## config.mk

```make
export PLATFORM = sky130hd
export DESIGN_NAME = vga_scan_engine
export DESIGN_NICKNAME = d
export VERILOG_FILES = /design/src/rtl/vga_pkg.sv /design/src/rtl/vga_timing_gen.sv /design/src/rtl/vga_scan_engine.sv
export SDC_FILE = /design/constraint.sdc
export NUM_CORES = 1
export LEC_CHECK = 0
export BUFFER_PORTS_ARGS = -buffer_cell sky130_fd_sc_hd__buf_2
export CORE_MARGIN = 8
export CORE_UTILIZATION = 50
export DETAILED_ROUTE_END_ITERATION = 16
export PLACE_DENSITY = 0.72
export SLEW_MARGIN = 20
export SYNTH_ARGS = -nofsm -noshare
export SYNTH_HDL_FRONTEND = slang
export SYNTH_HIERARCHICAL = 1
export SYNTH_SLANG_ARGS = --single-unit
```

## constraint.sdc

```tcl
create_clock -name iVGA_CLK -period 3.6 [get_ports iVGA_CLK]
set_clock_uncertainty 0.2 [all_clocks]
set_input_delay 0.36 -clock iVGA_CLK [delete_from_list [all_inputs] [get_ports iVGA_CLK]]
set_output_delay 0.36 -clock iVGA_CLK [all_outputs]
set_load 0.01 [all_outputs]
```

## src/rtl/vga_pkg.sv

```systemverilog
// Shared constants, derived totals and types for the VGA raster engine.
package vga_pkg;

    localparam int DEF_H_ACTIVE   = 640;
    localparam int DEF_H_FP       = 16;
    localparam int DEF_H_SYNC     = 96;
    localparam int DEF_H_BP       = 48;
    localparam int DEF_V_ACTIVE   = 480;
    localparam int DEF_V_FP       = 10;
    localparam int DEF_V_SYNC     = 2;
    localparam int DEF_V_BP       = 33;
    localparam int DEF_SCALE_LOG2 = 0;
    localparam int DEF_ADDR_W     = 19;
    localparam int DEF_RD_LAT     = 2;

    function automatic int h_total(input int active, input int fp, input int sync, input int bp);
        return active + fp + sync + bp;
    endfunction

    function automatic int v_total(input int active, input int fp, input int sync, input int bp);
        return active + fp + sync + bp;
    endfunction

    typedef logic [0:0] bank_state_t;
    localparam bank_state_t ST_IDLE    = 1'b0;
    localparam bank_state_t ST_PENDING = 1'b1;

    // Raster control bits carried down the read-latency delay line.
    typedef struct packed {
        logic hs;
        logic vs;
        logic act;
        logic fs;
    } ctl_t;

    localparam ctl_t CTL_RESET = '{hs: 1'b1, vs: 1'b1, act: 1'b0, fs: 1'b0};

endpackage

```

## src/rtl/vga_timing_gen.sv

```systemverilog
// Horizontal/vertical raster counters with raw (undelayed) sync, active and frame-start flags.
module vga_timing_gen
    import vga_pkg::*;
#(
    parameter int H_ACTIVE = DEF_H_ACTIVE,
    parameter int H_FP     = DEF_H_FP,
    parameter int H_SYNC   = DEF_H_SYNC,
    parameter int H_BP     = DEF_H_BP,
    parameter int V_ACTIVE = DEF_V_ACTIVE,
    parameter int V_FP     = DEF_V_FP,
    parameter int V_SYNC   = DEF_V_SYNC,
    parameter int V_BP     = DEF_V_BP,
    parameter int H_W      = 10,
    parameter int V_W      = 10
) (
    input  logic           clk,
    input  logic           rst,
    output logic [H_W-1:0] h_cnt,
    output logic [V_W-1:0] v_cnt,
    output logic           hs,
    output logic           vs,
    output logic           active,
    output logic           frame_start,
    output logic           line_end,
    output logic           frame_end
);

    localparam int H_TOTAL = h_total(H_ACTIVE, H_FP, H_SYNC, H_BP);
    localparam int V_TOTAL = v_total(V_ACTIVE, V_FP, V_SYNC, V_BP);

    localparam logic [H_W-1:0] H_LAST   = H_W'(H_TOTAL - 1);
    localparam logic [V_W-1:0] V_LAST   = V_W'(V_TOTAL - 1);
    localparam logic [H_W-1:0] H_ACT    = H_W'(H_ACTIVE);
    localparam logic [V_W-1:0] V_ACT    = V_W'(V_ACTIVE);
    localparam logic [H_W-1:0] HS_BEGIN = H_W'(H_ACTIVE + H_FP);
    localparam logic [H_W-1:0] HS_END   = H_W'(H_ACTIVE + H_FP + H_SYNC);
    localparam logic [V_W-1:0] VS_BEGIN = V_W'(V_ACTIVE + V_FP);
    localparam logic [V_W-1:0] VS_END   = V_W'(V_ACTIVE + V_FP + V_SYNC);

    assign line_end    = (h_cnt == H_LAST);
    assign frame_end   = line_end && (v_cnt == V_LAST);
    assign active      = (h_cnt < H_ACT) && (v_cnt < V_ACT);
    assign frame_start = (h_cnt == '0) && (v_cnt == '0);
    assign hs          = !((h_cnt >= HS_BEGIN) && (h_cnt < HS_END));
    assign vs          = !((v_cnt >= VS_BEGIN) && (v_cnt < VS_END));

    always_ff @(posedge clk) begin
        if (rst) begin
            h_cnt <= '0;
            v_cnt <= '0;
        end else if (line_end) begin
            h_cnt <= '0;
            v_cnt <= frame_end ? '0 : v_cnt + V_W'(1);
        end else begin
            h_cnt <= h_cnt + H_W'(1);
        end
    end

endmodule

```

## src/rtl/vga_scan_engine.sv

```systemverilog
// Parametrised VGA raster engine: frame-buffer addressing with 2^N pixel replication and
// sync/blank re-aligned to the read latency. Define VGA_DOUBLE_BUFFER_EN for bank swapping.
module vga_scan_engine
    import vga_pkg::*;
#(
    parameter int H_ACTIVE   = DEF_H_ACTIVE,
    parameter int H_FP       = DEF_H_FP,
    parameter int H_SYNC     = DEF_H_SYNC,
    parameter int H_BP       = DEF_H_BP,
    parameter int V_ACTIVE   = DEF_V_ACTIVE,
    parameter int V_FP       = DEF_V_FP,
    parameter int V_SYNC     = DEF_V_SYNC,
    parameter int V_BP       = DEF_V_BP,
    parameter int SCALE_LOG2 = DEF_SCALE_LOG2,
    parameter int ADDR_W     = DEF_ADDR_W,
    parameter int RD_LAT     = DEF_RD_LAT
) (
    input  logic              iVGA_CLK,
    input  logic              iRST,
    output logic [ADDR_W-1:0] oFB_ADDR,
    input  logic [23:0]       iFB_BGR,
    input  logic              iSWAP_REQ,
    output logic              oSWAP_ACK,
    output logic              oBANK,
    output logic              oFRAME_START,
    output logic              oHS,
    output logic              oVS,
    output logic              oBLANK_n,
    output logic [7:0]        b_data,
    output logic [7:0]        g_data,
    output logic [7:0]        r_data
);

    localparam int H_TOTAL = h_total(H_ACTIVE, H_FP, H_SYNC, H_BP);
    localparam int V_TOTAL = v_total(V_ACTIVE, V_FP, V_SYNC, V_BP);
    localparam int H_W     = $clog2(H_TOTAL + 1);
    localparam int V_W     = $clog2(V_TOTAL + 1);
    localparam int SMASK   = (1 << SCALE_LOG2) - 1;
    localparam int PIPE_W  = RD_LAT * $bits(ctl_t);

    localparam logic [H_W-1:0]    H_SMASK = H_W'(SMASK);
    localparam logic [V_W-1:0]    V_SMASK = V_W'(SMASK);
    localparam logic [ADDR_W-1:0] COLS    = ADDR_W'(H_ACTIVE >> SCALE_LOG2);

    logic [H_W-1:0]    h_cnt;
    logic [V_W-1:0]    v_cnt;
    logic              hs_raw;
    logic              vs_raw;
    logic              act_raw;
    logic              fs_raw;
    logic              line_end;
    logic              frame_end;
    logic [ADDR_W-1:0] line_base;
    logic [ADDR_W-1:0] col_cnt;
    logic [ADDR_W-1:0] addr_hold;
    logic [ADDR_W-1:0] addr_cur;
    logic [ADDR_W-1:0] bank_base;
    ctl_t              ctl_raw;
    ctl_t [RD_LAT-1:0] ctl_pipe;
    ctl_t              ctl_out;

    vga_timing_gen #(
        .H_ACTIVE (H_ACTIVE),
        .H_FP     (H_FP),
        .H_SYNC   (H_SYNC),
        .H_BP     (H_BP),
        .V_ACTIVE (V_ACTIVE),
        .V_FP     (V_FP),
        .V_SYNC   (V_SYNC),
        .V_BP     (V_BP),
        .H_W      (H_W),
        .V_W      (V_W)
    ) u_timing (
        .clk         (iVGA_CLK),
        .rst         (iRST),
        .h_cnt       (h_cnt),
        .v_cnt       (v_cnt),
        .hs          (hs_raw),
        .vs          (vs_raw),
        .active      (act_raw),
        .frame_start (fs_raw),
        .line_end    (line_end),
        .frame_end   (frame_end)
    );

    // Address of the pixel under the raster this clock; held once the raster leaves the active area.
    assign addr_cur = bank_base + line_base + col_cnt;
    assign oFB_ADDR = act_raw ? addr_cur : addr_hold;

    always_ff @(posedge iVGA_CLK) begin
        if (iRST) begin
            line_base <= '0;
            col_cnt   <= '0;
            addr_hold <= '0;
        end else begin
            if (frame_end) begin
                line_base <= '0;
            end else if (line_end && ((v_cnt & V_SMASK) == V_SMASK)) begin
                line_base <= line_base + COLS;
            end
            if (line_end) begin
                col_cnt <= '0;
            end else if (act_raw && ((h_cnt & H_SMASK) == H_SMASK)) begin
                col_cnt <= col_cnt + ADDR_W'(1);
            end
            if (act_raw) begin
                addr_hold <= addr_cur;
            end
        end
    end

`ifdef VGA_DOUBLE_BUFFER_EN
    localparam logic [ADDR_W-1:0] BANK_OFFSET =
        ADDR_W'((H_ACTIVE >> SCALE_LOG2) * (V_ACTIVE >> SCALE_LOG2));
    localparam logic [V_W-1:0] V_SWAP = V_W'(V_ACTIVE - 1);

    bank_state_t state;
    logic        swap_due;

    // Decided on the last clock of the final active line so the new bank and the ack
    // become visible exactly at h_cnt==0, v_cnt==V_ACTIVE.
    assign swap_due  = line_end && (v_cnt == V_SWAP);
    assign bank_base = oBANK ? BANK_OFFSET : '0;

    always_ff @(posedge iVGA_CLK) begin
        if (iRST) begin
            state     <= ST_IDLE;
            oBANK     <= 1'b0;
            oSWAP_ACK <= 1'b0;
        end else begin
            oSWAP_ACK <= 1'b0;
            case (state)
                ST_IDLE: begin
                    if (iSWAP_REQ) state <= ST_PENDING;
                end
                ST_PENDING: begin
                    if (swap_due) begin
                        state     <= ST_IDLE;
                        oBANK     <= ~oBANK;
                        oSWAP_ACK <= 1'b1;
                    end
                end
                default: state <= ST_IDLE;
            endcase
        end
    end
`else
    logic unused_swap_req;

    assign unused_swap_req = iSWAP_REQ;
    assign bank_base       = '0;
    assign oBANK           = 1'b0;
    assign oSWAP_ACK       = 1'b0;
`endif

    assign ctl_raw = '{hs: hs_raw, vs: vs_raw, act: act_raw, fs: fs_raw};
    assign ctl_out = ctl_pipe[RD_LAT-1];

    // Delay line: control bits wait RD_LAT clocks for the matching colour from memory.
    always_ff @(posedge iVGA_CLK) begin
        if (iRST) begin
            ctl_pipe <= {RD_LAT{CTL_RESET}};
        end else begin
            ctl_pipe <= PIPE_W'({ctl_pipe, ctl_raw});
        end
    end

    always_ff @(posedge iVGA_CLK) begin
        if (iRST) begin
            oHS                      <= 1'b1;
            oVS                      <= 1'b1;
            oBLANK_n                 <= 1'b0;
            oFRAME_START             <= 1'b0;
            {b_data, g_data, r_data} <= '0;
        end else begin
            oHS          <= ctl_out.hs;
            oVS          <= ctl_out.vs;
            oBLANK_n     <= ctl_out.act;
            oFRAME_START <= ctl_out.fs;
            if (ctl_out.act) begin
                {b_data, g_data, r_data} <= iFB_BGR;
            end else begin
                {b_data, g_data, r_data} <= '0;
            end
        end
    end

endmodule

```

# Word-level counts from Yosys, hierarchy flattened

Index checks and enable logic that the tools add are counted.

Flip-flop bits (word level): 113

Add/subtract/negate cells: 5
Magnitude comparators: 6
Equal/unequal tests: 2
Muxes and demuxes: 2
Bitwise operators: 1
Reduce and logical (&&, ||, !) cells: 12

Operator list:

| kind                                                                                 | count |
|---|---|
| 10-bit by 1-bit adder with 10-bit output, second input constant                      | 2 |
| 10-bit equality test, second input constant                                          | 2 |
| 10-bit zero test                                                                     | 2 |
| 10-bit less-than comparator, second input constant                                   | 2 |
| 10-bit by 9-bit less-than comparator with 1-bit output, second input constant        | 2 |
| 19-bit by 1-bit adder with 19-bit output, second input constant                      | 1 |
| 19-bit by 10-bit adder with 19-bit output, second input constant                     | 1 |
| 19-bit adder                                                                         | 1 |
| 19-bit 2-to-1 mux                                                                    | 1 |
| 10-bit greater-or-equal comparator, second input constant                            | 1 |
| 10-bit by 9-bit greater-or-equal comparator with 1-bit output, second input constant | 1 |
| 10-bit 2-to-1 mux                                                                    | 1 |
| 2-bit OR reduction                                                                   | 3 |
| 1-bit logical AND                                                                    | 5 |
| 1-bit zero test                                                                      | 2 |
| 1-bit NOT                                                                            | 1 |

# Longest topological paths before layout

Gate-level depths: netlist of the first run.

Depth in word-level cells: 3
Depth in mapped cells: 9

# Modules after synthesis

Netlist of the first run, hierarchy kept.

Modules (own cells, without submodules):

| module          | times used | cells an instance | area an instance (um^2) |
|---|---|---|---|
| vga_scan_engine | 1          | 376               | 3,659.8 |
| vga_timing_gen  | 1          | 127               | 1,052.3 |

# Worst setup path after synthesis of the first run

Ideal clock, no wire load.

Path kind: flip-flop to flip-flop
Start: reg u_timing.h_cnt[5]
End: reg col_cnt[10]
Setup time: 117 ps
Arrival: 2,298 ps
Required time: 3,283 ps
Setup slack: 985 ps
Stages on the path, launching flop included: 10
Path buffers: 4
Period minus slack after synthesis: 2,615 ps
Path through: dfxtp_1 -> buf_6 -> or3_4 -> or3_1 -> inv_2 -> clkbuf_1 -> or2_2 -> clkbuf_1 -> buf_2 -> nor2_1

Word-level cells in the longest chain between the ends: 2
Elaborated cells on any way between the ends: 4
Classes of those cells: order compare (1); eq/ne (1); reduce/logical (2)

Ends and longest elaborated chain:

| element                      | line                   | text |
|---|---|---|
| start, declared              | vga_timing_gen.sv:18   | `output logic [H_W-1:0] h_cnt,` |
| start signal, assigned       | vga_timing_gen.sv:55   | `h_cnt <= h_cnt + H_W'(1);` |
| 10-bit equality test         | vga_timing_gen.sv:40   | `assign line_end = (h_cnt == H_LAST);` |
| via line_end                 | vga_scan_engine.sv:51  | `logic line_end;` |
| 2-bit OR reduction (no line) | -                      |  |
| end signal, assigned         | vga_scan_engine.sv:104 | `col_cnt <= col_cnt + ADDR_W'(1);` |
| end, declared                | vga_scan_engine.sv:54  | `logic [ADDR_W-1:0] col_cnt;` |

The timed path passes the listed nets, and every way through them passes these cells.
A chain may end at the register's enable or synchronous reset.

# Final worst setup path of the first run

Start: reg u_timing.v_cnt[7]
End: out oFB_ADDR[11]

Word-level cells in the longest chain between the ends: 3

Ends and longest elaborated chain:

| element                                                | line                  | text |
|---|---|---|
| start, declared                                        | vga_timing_gen.sv:19  | `output logic [V_W-1:0] v_cnt,` |
| start signal, assigned                                 | vga_timing_gen.sv:53  | `v_cnt <= frame_end ? '0 : v_cnt + V_W'(1);` |
| 10-bit by 9-bit less-than comparator with 1-bit output | vga_timing_gen.sv:42  | `assign active = (h_cnt < H_ACT) && (v_cnt < V_ACT);` |
| 1-bit logical AND                                      | vga_timing_gen.sv:42  |  |
| via act_raw                                            | vga_scan_engine.sv:49 | `logic act_raw;` |
| 19-bit 2-to-1 mux                                      | -                     |  |
| end, declared                                          | vga_scan_engine.sv:20 | `output logic [ADDR_W-1:0] oFB_ADDR,` |

The timed path passes the listed nets, and every way through them passes these cells.

==> results.py, run 1 <==
metrics = {
    "logic_synthesis": {
        "synth_area_per_cell_sq_um": 9.37,
        "synth_area_leader_cell": "dfxtp_1",
        "mappedNetlistArea_sq_um": 4710,
        "synth.distinct_cells": 59,
        "synth_seq_cells": 106,
        "synthArstFlopShare": 0,
        "synthTopCellsByArea": "dfxtp_1 45%, xor2_1 4.8%, ha_1 4.5%, nor2_1 4.3%, xnor2_1 3.5%",
        "synth_edf_count": 0,
        "synthFlopType": "dfxtp_1",
        "synth_top_area_share": 0.450,
        "yosysWarnings": 6,
        "yosysSeqAreaShare": 0.450,
        "synthesis.instances": 503,
    },
    "critical_path": {
        "path_delay_family": "simple AND/OR/NAND/NOR gates",
        "cp_max_fo": 33,
        "worst-path-buf-inv": 3,
        "crit_path_start_kind": "flip-flop",
        "r2r_slack_ns": 1.01,
        "path_cells": "and4_1 -> nor3_2 -> buf_4 -> inv_1 -> or3_1 -> nand3_1 -> buf_2",
        "arrival_ns": 2.55,
        "end_kind": "output pin",
        "cp.depth": 7,
        "slowest_delay_ns": 0.47,
        "path_class": "flip-flop to output pin",
        "r2r-end": "line_base[18]$_SDFFE_PP0P_",
        "reg2regPathDepth": 8,
        "r2r_start": "u_timing/h_cnt[0]$_SDFF_PP0_",
        "cpMaxStageDelayCell": "or3_1",
        "required_ns": 3.04,
    },
    "global_route": {
        "grt_max_degree": 34,
        "met2_usage": 0.268,
        "grt.overflow.total": 0,
        "antenna_found_initial": 0,
        "grt_usage": 0.163,
        "grt_use_met3": 0.0399,
        "grt_pass1_vias": 3556,
        "use_met1": 0.204,
        "grt-busiest-layer": "met2",
        "grt_pass1_wl_mm": 17.2,
    },
    "power_and_ir_drop": {
        "power.switching_w": 0.000522,
        "power-per-cell-area_nw_per_um2": 367,
        "seqPwrFrac": 0.586,
        "p_clk_frac": 0.364,
        "vdd_drop_max_mv": 0.202,
        "p_sw_frac": 0.255,
        "p_leak_nw": 2.44,
        "p_int_w": 0.00153,
        "power_w": 0.00205,
        "p_comb_frac": 0.049,
    },
    "die": {
        "start_util": 0.512,
        "core_sq_um": 9200,
        "die_h_microns": 113,
        "die_area_sq_um": 12800,
        "fp.dieW_microns": 113,
        "io_pins": 76,
        "num_rows": 35,
    },
    "timing": {
        "tightest_slew_ns": 0.571,
        "period_needed_ns": 3.11,
        "slew_headroom": 0.619,
        "finalCritPeriodShare": 0.865,
        "rsz0062_at_grt": "no",
        "finalHoldViolations": 0,
        "clock.fmax_ghz": 0.321,
        "drv_slew": 0,
        "setup_viol": 0,
        "final.setup.tns_ns": 0,
    },
    "placed_design": {
        "port_buffers": 72,
        "gp_congestion": 0.831,
        "dp_hpwl_mm": 7.00,
    },
    "route": {
        "drt_wl_total_mm": 10.4,
        "avgViaCountPerCell": 5.23,
        "drtIter0Drc": 238,
        "via_count": 3697,
        "drt_first_pass_iters": 4,
        "drc": 0,
        "antenna_left": 0,
        "wl_per_cell_microns": 14.7,
    },
    "min_path": {
        "holdPathEnd": "b_data[7]$_SDFF_PP0_",
        "min-delay-start": "iFB_BGR[23]",
        "hold_depth": 2,
        "hp-class": "input port to flip-flop",
    },
    "cts": {
        "cts_tree": "done",
        "clk_pin_slew_ns": 0.12,
        "cts_hold_buf": 23,
        "htree_levels": 3,
        "numCtsBuffers": 9,
        "clock_latency_ns": 0.37,
        "cts_resized": 0,
        "clock_sinks": 106,
        "ctsRootBufferMaster": "clkbuf_8",
        "postCtsSetupRepairBufs": 0,
        "cts_buffer_depth": 2,
    },
    "status": {
        "outcome": "finished clean",
    },
    "final_layout": {
        "fillers": 762,
        "fin_nets": 636,
        "multi_input_area_sq_um": 2440,
        "regArea_sq_um": 2120,
        "drive_above_1_share": 0.215,
        "syn_to_final_growth_pct": 18.4,
        "diodes": 0,
        "final_core_utilization": 0.607,
    },
    "run": {
        "drv_cap": 0,
    },
}
[registers in the layout, indices dropped and copies added (netlist names), 4 cells and up]
name,count
ctl_pipe,4
b_data,8
ctl_out,4
u_timing/v_cnt,10
line_base,12
u_timing/h_cnt,10
col_cnt,19
r_data,8
g_data,8
addr_hold,19
[cell usage after synthesis, types with 2 or more instances]
cell,n
o211a_1,2
mux2_2,11
o21a_1,4
nor2_1,54
or2_2,9
buf_4,2
dfxtp_1,106
nand2_1,37
xor2_1,26
o21ai_1,2
nor4_1,5
and2_1,24
nor3_1,13
ha_1,17
nand3_1,19
clkbuf_1,13
nand2b_1,3
buf_2,6
xnor2_1,19
a21o_1,2
o21bai_1,2
a31oi_1,2
nor3b_1,2
and4_1,2
and3_1,8
or3_1,7
nor4_2,2
a211oi_1,4
o21ai_0,7
a21oi_1,13
inv_1,12
mux2i_1,10
nor2b_1,19
nand3_2,2
nand4_1,13
[cell usage in the layout (no fill, tap or decap), types with 3 or more instances in the layout]
cell             n
o21ai_0          7
or3_1            7
nor2b_1         19
xnor2_1         19
mux2_2          11
buf_2           72
nand2b_1         3
a21oi_1         13
nor2_1          54
clkinv_8         3
clkbuf_8         9
nand4_1         13
inv_1           12
dfxtp_1        106
ha_1            17
xor2_1          26
buf_4            3
or2_2            9
nor4_1           5
and2_1          24
and3_1           8
nand2_1         37
nor3_1          12
a211oi_1         4
dlygate4sd3_1   23
mux2i_1         10
nand3_1         19
o21a_1           4
[area by class of cell]
cell class              count  area share
inverters                  13     0.00874
repair buffers             98       0.110
flip-flops and latches    106       0.380
clock inverters             7      0.0159
well taps                 111      0.0249
clock buffers               9      0.0222
multi-input cells         363       0.438
[worst register-to-register path: stages (launching register included)]
cell and delay [ns]:
dfxtp_1 0.41, ha_1 0.25, nand4_1 0.24, or3_1 0.48, inv_2 0.26, and3_1 0.31
nand4_1 0.13, xor2_1 0.15, nor2_1 0.06
[metal layers]
metal / wire length, microns / up-vias
met5: 0 / -
met4: 72 / 0
met3: 518 / 6
met2: 4950 / 90
met1: 4850 / 1722
li1: - / 1879
[stage by stage]
step                      setup WS (ns)  instances  instance area (sq um)  hold WS, ns
final                             0.486        707                   5580       0.0276
after global routing              0.228        707                   5580      0.00666
after CTS                         0.465        707                   5580       0.0139
after detailed placement          0.912        668                   5140        0.193
after global placement            0.932        668                   5140        0.191
after floorplan                   0.985        504                   4720        0.189
[worst max-delay path by stage]
stage	slack (ns)	to	startpoint
floorplan	0.98	col_cnt[10]$_SDFFE_PP0P_	u_timing/h_cnt[5]$_SDFF_PP0_
global placement	0.93	oFB_ADDR[11]	u_timing/v_cnt[5]$_SDFFE_PP0P_
detailed placement	0.91	oFB_ADDR[17]	u_timing/v_cnt[5]$_SDFFE_PP0P_
CTS	0.46	oFB_ADDR[17]	u_timing/v_cnt[7]$_SDFFE_PP0P_
global route	0.23	oFB_ADDR[17]	u_timing/v_cnt[8]$_SDFFE_PP0P_
finish	0.49	oFB_ADDR[11]	u_timing/v_cnt[7]$_SDFFE_PP0P_
[power by group through the flow]
| stage | Clock (W) | Combinational [W] | Sequential (W) |
|---|---|---|---|
| 6_report | 0.000747 | 0.000101 | 0.00120 |
| 5_1_grt | 0.000827 | 0.000112 | 0.00121 |
| 4_1_cts | 0.000769 | 0.000101 | 0.00120 |
| 3_5_place_dp | 0 | 0.0000809 | 0.00123 |
| 3_3_place_gp | 0 | 0.0000790 | 0.00123 |
| 2_1_floorplan | 0 | 0.0000445 | 0.00123 |
[cells by family after synthesis]
family	share of synthesized area
buffers and inverters	0.0327
xor gates and xnor gates	0.0836
and+or+nand+nor	0.265
other	0.000796
muxes	0.0499
DFF	0.450
adders and majority gates	0.0494
AOI/OAI and AO/OA	0.0680
No activity file was read; power rests on OpenSTA's default activity.
==> inputs of run 2 (changes only) <==
- SYNTH_HIERARCHICAL: 1 -> not set
==> run 2 against run 1 <==
Net effect: flip-flop and latch count stayed put; first-iteration DRC count is 42% lower; critical path depth increased by 3; die area shrank 4.1%; synthesized cell count decreased by 1.2%; clock power is 8.4% lower; area after synthesis fell by 4.8%; via count down 3.5%; cell area is 4.2% lower; combinational power is essentially flat; global-route usage is 1.1 points lower; hold slack better by 0.071 ns; critical path type unchanged; largest power group unchanged.
==> results.py, run 2 <==
metrics = {
    "critical_path": {
        "crit_path_start_kind": "flip-flop",
        "arrival_ns": 2.74,
        "reg2regPathDepth": 6,
        "cp_max_fo": 6,
        "required_ns": 3.04,
        "end_kind": "output pin",
        "path_class": "flip-flop to output pin",
    },
    "power_and_ir_drop": {
        "power.switching_w": 0.000476,
        "p_sw_frac": 0.240,
        "vdd_drop_max_mv": 0.187,
        "p_int_w": 0.00151,
        "power_w": 0.00198,
        "p_clk_frac": 0.345,
        "p_leak_nw": 2.40,
        "p_comb_frac": 0.049,
        "power-per-cell-area_nw_per_um2": 371,
        "seqPwrFrac": 0.605,
    },
    "route": {
        "wl_per_cell_microns": 13.0,
        "met2_length_mm": 4.05,
        "avgViaCountPerCell": 5.09,
        "drtIter0Drc": 137,
        "via_count": 3569,
        "met1_length_mm": 4.34,
        "route.met3.wl_microns": 594,
        "antenna_left": 0,
        "highest_layer": "met4",
        "drt_wl_total_mm": 9.14,
        "drt_first_pass_iters": 4,
        "drc": 0,
    },
    "placed_design": {
        "place_inst": 661,
        "place_area_sq_um": 4920,
        "dp_hpwl_mm": 6.65,
        "gp_congestion": 0.813,
        "port_buffers": 72,
    },
    "die": {
        "num_rows": 34,
        "core_sq_um": 8720,
        "die_h_microns": 111,
        "fp.dieW_microns": 111,
        "io_pins": 76,
        "die_area_sq_um": 12300,
        "start_util": 0.514,
    },
    "global_route": {
        "grt_usage": 0.151,
        "grt_max_degree": 28,
        "grt.overflow.total": 0,
        "antenna_found_initial": 0,
        "grt_pass1_wl_mm": 15.9,
        "grt_pass1_vias": 3344,
    },
    "logic_synthesis": {
        "synth_area_per_cell_sq_um": 9.03,
        "synth.distinct_cells": 46,
        "yosysMostFrequentCell": "dfxtp_1",
        "synthArstFlopShare": 0,
        "ys_top_cells_by_count": "106 x dfxtp_1, 59 x nor2_1, 55 x nand2_1, 38 x xor2_1, 27 x and2_1",
        "synth_edf_count": 0,
        "yosysSeqAreaShare": 0.473,
        "synth_seq_cells": 106,
        "synthesis.instances": 497,
        "synth_area_leader_cell": "dfxtp_1",
        "yosysWarnings": 0,
        "mappedNetlistArea_sq_um": 4490,
        "synth_top_area_share": 0.473,
        "synthFlopType": "dfxtp_1",
        "synthTopCellsByArea": "dfxtp_1 47%, xor2_1 7.4%, ha_1 5.0%, nor2_1 4.9%, nand2_1 4.6%",
    },
    "min_path": {
        "hp-class": "input port to flip-flop",
        "hold_depth": 2,
    },
    "run": {
        "drv_cap": 0,
    },
    "timing": {
        "finalHoldViolations": 0,
        "finalCritPeriodShare": 0.917,
        "final.setup.tns_ns": 0,
        "setup_viol": 0,
        "period_needed_ns": 3.30,
        "tightest_slew_ns": 1.02,
        "drv_slew": 0,
        "clock.fmax_ghz": 0.303,
        "slew_headroom": 0.319,
        "rsz0062_at_grt": "no",
    },
    "final_layout": {
        "mostFrequentLayoutCell": "dfxtp_1",
        "postLayoutCellArea_sq_um": 5350,
        "multi_input_area_sq_um": 2230,
        "diodes": 0,
        "regArea_sq_um": 2120,
        "layout_common_cells": "106 x dfxtp_1, 72 x buf_2, 59 x nor2_1",
        "fin_nets": 634,
        "layout.cells.non_filler": 701,
        "syn_to_final_growth_pct": 19.1,
        "drive_above_1_share": 0.180,
        "fillers": 706,
        "reg.largest.list": "addr_hold (19), col_cnt (19), line_base (12)",
    },
    "cts": {
        "numCtsBuffers": 9,
        "clk_pin_slew_ns": 0.10,
        "postCtsSetupRepairBufs": 0,
        "htree_levels": 3,
        "clock_latency_ns": 0.37,
        "cts_tree": "done",
        "ctsRootBufferMaster": "clkbuf_8",
        "cts_buffer_depth": 2,
        "clock_sinks": 106,
    },
    "status": {
        "outcome": "finished clean",
    },
}
## run 2: cell count changes in the layout (fill, tap and decap cells not counted), moves of 8 or more
| cell | before | now |
|---|---|---|
| xor2_1 | 26 | 38 |
| nand2_1 | 37 | 55 |
| o21ai_0 | 7 | 15 |
| nor2b_1 | 19 | 11 |
| nand3b_1 | 0 | 8 |
| mux2i_1 | 10 | 0 |
| a21oi_1 | 13 | 23 |
## run 2: metal layers
metal / vias up / GRT usage
met2: 96 / 0.241
met3: 15 / 0.0563
met1: 1626 / 0.187
met5: - / 0
met4: 0 / 0.0423
li1: 1832 / -
## run 2: kinds of logic (layout without fill, tap and decap cells)
family | count (synthesis) | in the layout | synth area share
compound gates | 54 | 54 | 0.0692
xor+xnor | 50 | 50 | 0.0976
fa+ha+maj | 19 | 19 | 0.0547
buf+inv | 31 | 126 | 0.0307
flops | 106 | 106 | 0.473
mux | 4 | 4 | 0.0100
other cells | 1 | 2 | 0.000836
simple gates | 232 | 232 | 0.264
## run 2: worst paths after layout
check	startpoint	end	slack, ns
setup / recovery	col_cnt[7]$_SDFFE_PP0P_	oFB_ADDR[17]	0.30
hold / removal	iRST	u_timing.h_cnt[4]$_SDFF_PP0_	0.1
setup reg to reg	u_timing.h_cnt[7]$_SDFF_PP0_	col_cnt[17]$_SDFFE_PP0P_	0.84
hold reg to reg	ctl_pipe[2]$_SDFF_PP1_	ctl_out[2]$_SDFF_PP1_	0.21
## run 2: timing repair
action	CTS	global route
hold buffers	23	1
setup endpoints to repair	0	1
resized for setup	0	1
endpoints found under the hold margin	23	1
## run 2: critical path, stage by stage (launching register included)
cell      delay (ns)
dfxtp_1         0.43
ha_1            0.20
inv_1           0.05
fa_1            0.40
nor2b_1         0.12
o21ai_0         0.10
o21ai_1         0.30
a311oi_1        0.17
or3_1           0.36
nand3_1         0.10
buf_2           0.14
## run 2: power groups by stage
stage                     registers (W)   logic, W  clock network (W)
after floorplan                 0.00123  0.0000438                  0
after global placement          0.00123  0.0000753                  0
after detailed placement        0.00123  0.0000772                  0
after CTS                       0.00120  0.0000972           0.000710
after global routing            0.00120   0.000109           0.000755
final                           0.00120  0.0000977           0.000684
## run 2: cell type report
class | instances | area share
Multi-Input combinational cell | 361 | 0.418
Clock buffer | 9 | 0.0232
Clock inverter | 7 | 0.0117
Sequential cell | 106 | 0.397
Timing Repair Buffer | 100 | 0.118
Inverter | 10 | 0.00702
Tap cell | 108 | 0.0253
## run 2: stage by stage
step | utilization | setup WS (ns) | hold WS (ns)
global placement | 0.564 | 0.634 | 0.195
finish | 0.613 | 0.301 | 0.0988
global route | 0.613 | 0.0718 | 0.0916
CTS | 0.611 | 0.152 | 0.00662
detailed placement | 0.564 | 0.565 | 0.195
floorplan | - | 0.932 | 0.189
==> inputs of run 3 (changes only) <==
- clock period: 3.6 -> 3.4 ns (I/O delays scaled with it)
==> run 3 against run 2 <==
Net effect: setup slack worse by 0.065 ns; critical endpoint unchanged; largest cell class unchanged; flip-flop and latch count unchanged; cell count unchanged; critical path depth unchanged; combinational power up 5%; clock power up 11%; register-to-register slack better by 0.13 ns; sequential share of layout area down 0.12 points.
==> results.py, run 3 (synthesized netlist as in run 2, its figures left out) <==
metrics = {
    "status": {
        "outcome": "finished clean",
    },
    "min_path": {
        "hp-class": "flip-flop to flip-flop",
    },
    "die": {
        "num_rows": 34,
        "die_area_sq_um": 12300,
        "io_pins": 76,
        "core_sq_um": 8720,
        "start_util": 0.514,
        "fp.dieW_microns": 111,
        "die_h_microns": 111,
    },
    "placed_design": {
        "port_buffers": 72,
        "gp_congestion": 0.852,
        "dp_hpwl_mm": 6.63,
    },
    "timing": {
        "drv_slew": 0,
        "holdWs_ns": 0.210,
        "slew_headroom": 0.534,
        "finalHoldViolations": 0,
        "finalCritPeriodShare": 0.931,
        "final.setup.tns_ns": 0,
        "setup_viol": 0,
        "clock.fmax_ghz": 0.316,
        "period_needed_ns": 3.16,
        "tightest_slew_ns": 0.693,
        "rsz0062_at_grt": "no",
    },
    "critical_path": {
        "worst-path-buf-inv": 2,
        "slowest_delay_ns": 0.41,
        "path_cells": "ha_1 -> inv_1 -> fa_1 -> nor2b_1 -> o21ai_0 -> o21ai_2 -> a311oi_1 -> or3_1 -> nand3_1 -> buf_2",
        "cp_max_fo": 5,
        "arrival_ns": 2.62,
        "cpMaxStageDelayCell": "dfxtp_1",
        "path_delay_family": "adder cells",
        "end_kind": "output pin",
        "required_ns": 2.86,
        "path_class": "flip-flop to output pin",
        "crit_path_start_kind": "flip-flop",
    },
    "cts": {
        "ctsRootBufferMaster": "clkbuf_8",
        "htree_levels": 3,
        "numCtsBuffers": 9,
        "cts_tree": "done",
        "cts_buffer_depth": 2,
        "clk_pin_slew_ns": 0.12,
        "clock_sinks": 106,
        "clock_latency_ns": 0.37,
    },
    "power_and_ir_drop": {
        "vdd_drop_max_mv": 0.240,
        "power.switching_w": 0.000523,
        "p_clk_frac": 0.355,
        "power-per-cell-area_nw_per_um2": 397,
        "p_int_w": 0.00161,
        "seqPwrFrac": 0.597,
        "p_leak_nw": 2.41,
        "p_comb_frac": 0.048,
        "p_sw_frac": 0.245,
    },
    "global_route": {
        "grt.overflow.total": 0,
        "grt_usage": 0.151,
        "grt_pass1_wl_mm": 15.9,
        "grt_max_degree": 38,
        "antenna_found_initial": 0,
        "grt_pass1_vias": 3457,
    },
    "route": {
        "wl_per_cell_microns": 13.3,
        "drt_first_pass_iters": 4,
        "drtIter0Drc": 169,
        "drt_wl_total_mm": 9.36,
        "antenna_left": 0,
        "met2_length_mm": 4.21,
        "route.met3.wl_microns": 545,
        "avgViaCountPerCell": 5.12,
        "drc": 0,
        "via_count": 3592,
        "highest_layer": "met4",
        "met1_length_mm": 4.45,
    },
    "final_layout": {
        "syn_to_final_growth_pct": 19.5,
        "diodes": 0,
        "drive_above_1_share": 0.184,
        "mostFrequentLayoutCell": "dfxtp_1",
        "layout_common_cells": "105 x dfxtp_1, 72 x buf_2, 59 x nor2_1",
        "reg.largest.list": "addr_hold (19), col_cnt (19), line_base (12)",
        "fin_nets": 634,
    },
    "run": {
        "drv_cap": 0,
    },
}
## run 3: worst register-to-register path, delay by kind of cell (launching register included)
kind	cells	cell delay (ns)
DFF	1	0.41
buffers and inverters	1	0.05
AOI/OAI and AO/OA	4	0.66
adders and majority gates	2	0.58
and+or+nand+nor	2	0.46
## run 3: path summary, 6_finish.rpt
| path | to | from | cells past startpoint | slack [ns] |
|---|---|---|---|---|
| setup / recovery | oFB_ADDR[17] | line_base[7]$_SDFFE_PP0N_ | 10 | 0.24 |
| hold / removal | oHS$_SDFF_PP1_ | ctl_out[3]$_SDFF_PP1_ | 1 | 0.21 |
| setup reg to reg | addr_hold[17]$_SDFF_PP0_ | line_base[7]$_SDFFE_PP0N_ | 9 | 0.97 |
| hold reg to reg | oHS$_SDFF_PP1_ | ctl_out[3]$_SDFF_PP1_ | 1 | 0.21 |
## run 3: cell type report
| class | count | area [sq um] |
|---|---|---|
| well taps | 108 | 135 |
| repair buffers | 100 | 631 |
| clock buffers | 9 | 124 |
| clock inverters | 7 | 76.3 |
| flip-flops and latches | 106 | 2120 |
| fillers | 719 | 3360 |
| multi-input cells | 361 | 2240 |
| inverters | 10 | 37.5 |
## run 3: through the flow
step                 util  power [W]  std cells  area [sq um]  worst slack, ns
floorplan               -    0.00135        498          4490            0.752
global placement    0.564    0.00138        661          4920            0.469
detailed placement  0.564    0.00138        661          4920            0.393
CTS                 0.614    0.00215        701          5360            0.102
global route        0.615    0.00222        701          5360           0.0195
finish              0.615    0.00213        701          5360            0.235
## run 3: power by group through the flow
stage,Combinational [W],Clock [W],Sequential (W)
global placement,0.0000798,0,0.00130
detailed placement,0.0000814,0,0.00130
floorplan,0.0000464,0,0.00130
CTS,0.000103,0.000780,0.00127
global route,0.000115,0.000833,0.00127
finish,0.000103,0.000756,0.00127
## run 3: repair_timing
action,CTS,global route
hold buffers,24,0
buffers inserted,0,0
endpoints found under the setup margin,1,1
gates resized for setup,1,2
pin swaps,0,1
hold endpoints to repair,24,0
## run 3: routing by layer
layer	global-route usage	up-vias
met4	0.0486	0
met1	0.185	1646
met3	0.0498	18
met2	0.242	90
met5	0	-
li1	-	1838
